### src/rtl/pipe_fetch_regs.sv
// Fetch-side pipeline state for the decode controller: PC, the four
// instruction stage registers, the N/Z flags, the cycle counter and the
// RUN/HALT sequencer. The controller issues load/branch/flag strobes and reads
// these registers back. Every output comes straight from a flop.
//
// Strobe semantics: the inputs are level strobes that are sampled on each
// rising clock edge. There is no handshake. A strobe that is high at an edge
// acts at that edge. A strobe that is low leaves its register unchanged.
module pipe_fetch_regs #(
  parameter logic [7:0] PC_RESET  = 8'h00,
  parameter logic [7:0] NOP_INSTR = 8'h0A,
  parameter int         COUNT_W   = 16
) (
  input  logic               clock,
  input  logic               reset,
  input  logic [7:0]         mem_instr,
  input  logic [7:0]         alu_out,
  input  logic               alu_n,
  input  logic               alu_z,
  input  logic               PCwrite,
  input  logic               PCSel,
  input  logic               IRload,
  input  logic               IR3load,
  input  logic               IR4load,
  input  logic               FlagWrite,
  input  logic               IncCount,
  output logic [7:0]         pc,
  output logic [7:0]         IR,
  output logic [7:0]         IR2,
  output logic [7:0]         IR3,
  output logic [7:0]         IR4,
  output logic               N,
  output logic               Z,
  output logic [COUNT_W-1:0] count,
  output logic               halted
);

  typedef enum logic {
    RUN  = 1'b0,
    HALT = 1'b1
  } state_t;

  state_t state, state_next;

  logic branch3;
  logic taken;
  logic stop_ir;
  logic running;

  // A conditional branch (BZ/BNZ/BPZ) sitting in the execute stage resolves
  // as taken when the controller selects the ALU target.
  assign branch3 = (IR3[3:0] == 4'b0101) || (IR3[3:0] == 4'b1001) ||
                   (IR3[3:0] == 4'b1101);
  assign running = (state == RUN);
  assign taken   = running && branch3 && !PCSel;
  assign stop_ir = (IR[3:0] == 4'b0001);

  // The halted flag is the FSM state itself, so it rises the cycle after entry.
  assign halted = (state == HALT);

  // Next-state logic: STOP in decode halts the machine unless the PC is still
  // advancing or a taken branch is flushing the STOP off the wrong path.
  always_comb begin
    state_next = state;
    case (state)
      RUN:     if (stop_ir && !PCwrite && !taken) state_next = HALT;
      HALT:    state_next = HALT;
      default: state_next = RUN;
    endcase
  end

  // State register; only reset leaves HALT.
  always_ff @(posedge clock) begin
    if (!reset) state <= RUN;
    else        state <= state_next;
  end

  // PC and the front three stage registers. A taken branch redirects the PC and
  // squashes IR..IR3. Otherwise each strobe acts on its own register. All of
  // them freeze once halted.
  always_ff @(posedge clock) begin
    if (!reset) begin
      pc  <= PC_RESET;
      IR  <= NOP_INSTR;
      IR2 <= NOP_INSTR;
      IR3 <= NOP_INSTR;
    end else if (running) begin
      if (taken) begin
        pc  <= alu_out;
        IR  <= NOP_INSTR;
        IR2 <= NOP_INSTR;
        IR3 <= NOP_INSTR;
      end else begin
        if (PCwrite) pc <= pc + 8'd1;
        if (IRload) begin
          IR  <= mem_instr;
          IR2 <= IR;
        end
        if (IR3load) IR3 <= IR2;
      end
    end
  end

  // Writeback stage. The branch itself always retires on a flush. IR4 also
  // keeps draining on IR4load while halted.
  always_ff @(posedge clock) begin
    if (!reset)                 IR4 <= NOP_INSTR;
    else if (taken || IR4load)  IR4 <= IR3;
  end

  // Flags follow FlagWrite in every state, independent of flush or stall.
  always_ff @(posedge clock) begin
    if (!reset) begin
      N <= 1'b0;
      Z <= 1'b0;
    end else if (FlagWrite) begin
      N <= alu_n;
      Z <= alu_z;
    end
  end

  // Cycle counter: counts in RUN only and sticks at all-ones.
  always_ff @(posedge clock) begin
    if (!reset)                                    count <= '0;
    else if (running && IncCount && (count != '1)) count <= count + 1'b1;
  end

endmodule

### config.mk
export PLATFORM = sky130hd
export DESIGN_NAME = pipe_fetch_regs
export DESIGN_NICKNAME = d
export VERILOG_FILES = /design/src/rtl/pipe_fetch_regs.sv
export SDC_FILE = /design/constraint.sdc
export NUM_CORES = 1
export LEC_CHECK = 0
export CAP_MARGIN = 20
export CELL_PAD_IN_SITES_DETAIL_PLACEMENT = 0
export CELL_PAD_IN_SITES_GLOBAL_PLACEMENT = 2
export CORE_UTILIZATION = 26
export DETAILED_ROUTE_END_ITERATION = 10
export GPL_TIMING_DRIVEN = 0
export PLACE_DENSITY_LB_ADDON = 0.1
export SYNTH_ARGS = -nofsm -noshare
export SYNTH_HDL_FRONTEND = slang
export SYNTH_SLANG_ARGS = --single-unit
### constraint.sdc
create_clock -name clock -period 2.7 [get_ports clock]
set_clock_uncertainty 0.1 [all_clocks]
set_input_delay 0.405 -clock clock [delete_from_list [all_inputs] [get_ports clock]]
set_output_delay 0.405 -clock clock [all_outputs]
set_load 0.05 [all_outputs]
==> impl_metrics.json <==
{
  "async_flop_share_pct": 0,
  "clk_latency_ns": 0.34,
  "io_buffer_count": 85,
  "seqPwrFrac_pct": 42.2,
  "antenna_found_initial": 0,
  "fp.dieH_um": 105,
  "grt_start_max_net_pins": 11,
  "reg2reg_depth": 5,
  "row_count": 37,
  "synth_top_area_share_pct": 43.0,
  "end_kind": "flip-flop",
  "path_cells": "clkdlybuf4s50_1 -> or4b_1 -> nor2_4 -> mux2_2 -> o311a_1",
  "swShare_pct": 25.0,
  "dieWidth_um": 105,
  "cp-startpoint": "PCSel",
  "fin_crit_sh_pct": 83.5,
  "cpLargestDelayFamily": "simple AND/OR/NAND/NOR gates",
  "rr_endpoint": "pc[1]",
  "hold_viol": 0,
  "crit_path_top_delay_cell": "or4b_1",
  "comb_power_share_pct": 11.3,
  "synth_area_sq_um": 2750,
  "dp_hpwl_um": 6950,
  "synthMostInstantiatedCell": "dfxtp_1",
  "cp-start-kind": "input port",
  "p_leak_nw": 1.33,
  "pwr-share-clk_pct": 46.6,
  "tns_ns": 0,
  "drtIter0Drc": 148,
  "cts_hold_buf": 0,
  "worst_slack_ns": 0.446,
  "path_clk_slew_ns": 0.07,
  "yosys_most_used_dff": "dfxtp_1",
  "cts_setup_buffers": 0,
  "clock_path_buffers": 2,
  "synth_nets": 355,
  "crit_buf_inv": 1,
  "cts_resized": 0,
  "ys_warn_count": 0,
  "area_delta_synth_final_pct": 46.0,
  "cellInternalPower_mw": 1.62,
  "clock.fmax_mhz": 444,
  "holdPathEnd": "IR4[7]",
  "vdd_drop_max_mv": 0.207,
  "h-tree-depth": 3,
  "crit_required_ns": 2.83,
  "yosys-top-cells-count": "59 x dfxtp_1, 51 x a21oi_1, 34 x o21ai_0, 33 x nand2_1",
  "num_antenna_cells": 0,
  "worst_pin_slew_ns": 0.582,
  "root_buffer": "clkbuf_8",
  "synth_largest_area_cell": "dfxtp_1",
  "power_density_nw_per_um2": 540,
  "synth_seq_area_share_pct": 43.0,
  "final_layout_size_suffix_gt1_share_pct": 7.73,
  "ant_nets": 0,
  "overflow": 0,
  "synth_edf_count": 0,
  "finalWirelength_um": 9570,
  "r2r_setup_slack_ns": 0.45,
  "maxCapViolations": 0,
  "setup_viol": 0,
  "final_cells": 563,
  "hold_path_class": "flip-flop to flip-flop",
  "whs_path_depth": 2,
  "status": "completed",
  "netlist_top_cells_area": "dfxtp_1 43%, a21oi_1 9.3%, o21ai_0 6.2%, nand2_1 4.5%, nand4_1 4.3%",
  "grt_pass1_vias": 2902,
  "slew_headroom_pct": 61.2,
  "slew_violations": 0,
  "gp_congestion": 0.761,
  "clock-sinks": 59,
  "fin_nets": 451,
  "vias_per_cell": 5.18,
  "postSynthCellCount": 326,
  "ys_ff_latch": 59,
  "grt_first_pass_wirelength_um": 15600,
  "track_usage_pct": 18.4,
  "synth_cell_types": 56,
  "critPathMaxFanout": 7,
  "wl_per_cell_um": 17.0,
  "coreArea_sq_um": 10300,
  "switching_power_mw": 0.541,
  "cp_slowest_stage_delay_ns": 0.59,
  "post-place-ws_ns": 0.0956,
  "rr_startpoint": "halted",
  "grt_setup_unrepaired": "false",
  "worstPathArrival_ns": 2.38,
  "ioPinCount": 86,
  "cts_tree": "done",
  "worstSetupPathType": "input port to flip-flop",
  "dp.cells": 547,
  "drc": 0,
  "vias": 2915,
  "period_minus_slack_ns": 2.25,
  "drtPass1Iterations": 4,
  "dieArea_sq_um": 11000,
  "hp-start": "IR4[7]",
  "start_util_pct": 26.7,
  "syn_area_per_cell_sq_um": 8.42,
  "cts_buffers": 9
}
[placed cells by master (no fill, tap or decap), types with 3 or more instances in the layout]
cell type	instances
a21oi_1	51
and3_1	3
bufinv_16	3
clkbuf_1	20
clkbuf_8	10
clkdlybuf4s50_1	85
dfxtp_1	59
nand2_1	33
nand3_1	8
nand4_1	19
nor2_1	6
nor3_1	3
nor4_1	4
o21ai_0	34
o21ai_1	6
o21ba_2	4
o22ai_1	3
o31ai_1	8
o41ai_1	3
or3_1	5
or4_1	8
[routing by layer]
layer / vias up / track usage (%) / part of all wire [%]
met5: - / 0 / 0
met4: 0 / 6.14 / 1.5
met3: 14 / 4.12 / 4.9
met2: 82 / 26.9 / 42
met1: 1389 / 26.4 / 51
li1: 1430 / - / -
[sequential cells by signal, indices dropped and copies added, names as in the netlist]
name / flops
IR: 8
count: 16
IR2: 8
halted: 1
IR4: 8
Z: 1
pc: 8
N: 1
IR3: 8
[cell families after synthesis]
family,synth area share [%]
AO/OA/AOI/OAI,27.3
AND/OR/NAND/NOR,23.5
flip-flops,43.0
buffers and inverters,4.19
multiplexers,1.14
adder cells (fa/ha/maj),0.911
[worst max-delay path by stage]
| stage | end | cells past startpoint |
|---|---|---|
| finish | pc[1] | 5 |
| global route | count[15] | 7 |
| CTS | pc[3] | 6 |
| detailed placement | pc[3] | 6 |
| global placement | pc[3] | 6 |
| floorplan | pc[1] | 5 |
[per-stage QoR]
stage | util (%) | hold WS [ns] | power (mW) | cell area (sq um)
2_1_floorplan | - | 0.452 | 1.06 | 2750
3_3_place_gp | 36.7 | 0.353 | 1.18 | 3770
3_5_place_dp | 36.7 | 0.346 | 1.18 | 3770
4_1_cts | 39.0 | 0.367 | 2.20 | 4010
5_1_grt | 39.0 | 0.378 | 2.25 | 4010
6_report | 39.0 | 0.360 | 2.17 | 4010
[power by group through the flow]
stage | Combinational (mW) | Sequential [mW] | Clock (mW)
global placement | 0.244 | 0.933 | 0
global route | 0.261 | 0.916 | 1.07
detailed placement | 0.244 | 0.933 | 0
CTS | 0.245 | 0.913 | 1.04
finish | 0.244 | 0.913 | 1.01
floorplan | 0.0634 | 1.00 | 0
[worst min-delay path, delay by kind of cell (launching register included)]
kind | cells | cell delay (ns)
AO/OA/AOI/OAI | 1 | 0.05
flip-flops | 1 | 0.31
AND/OR/NAND/NOR | 1 | 0.05
[cell type report]
class,count,area (sq um)
Sequential cell,59,1180
Fill cell,1100,6270
Timing Repair Buffer,85,851
Multi-Input combinational cell,239,1450
Tap cell,136,170
Buffer,24,100
Inverter,4,15.0
Clock buffer,11,141
Clock inverter,5,100
No activity file was read; power rests on OpenSTA's default activity.
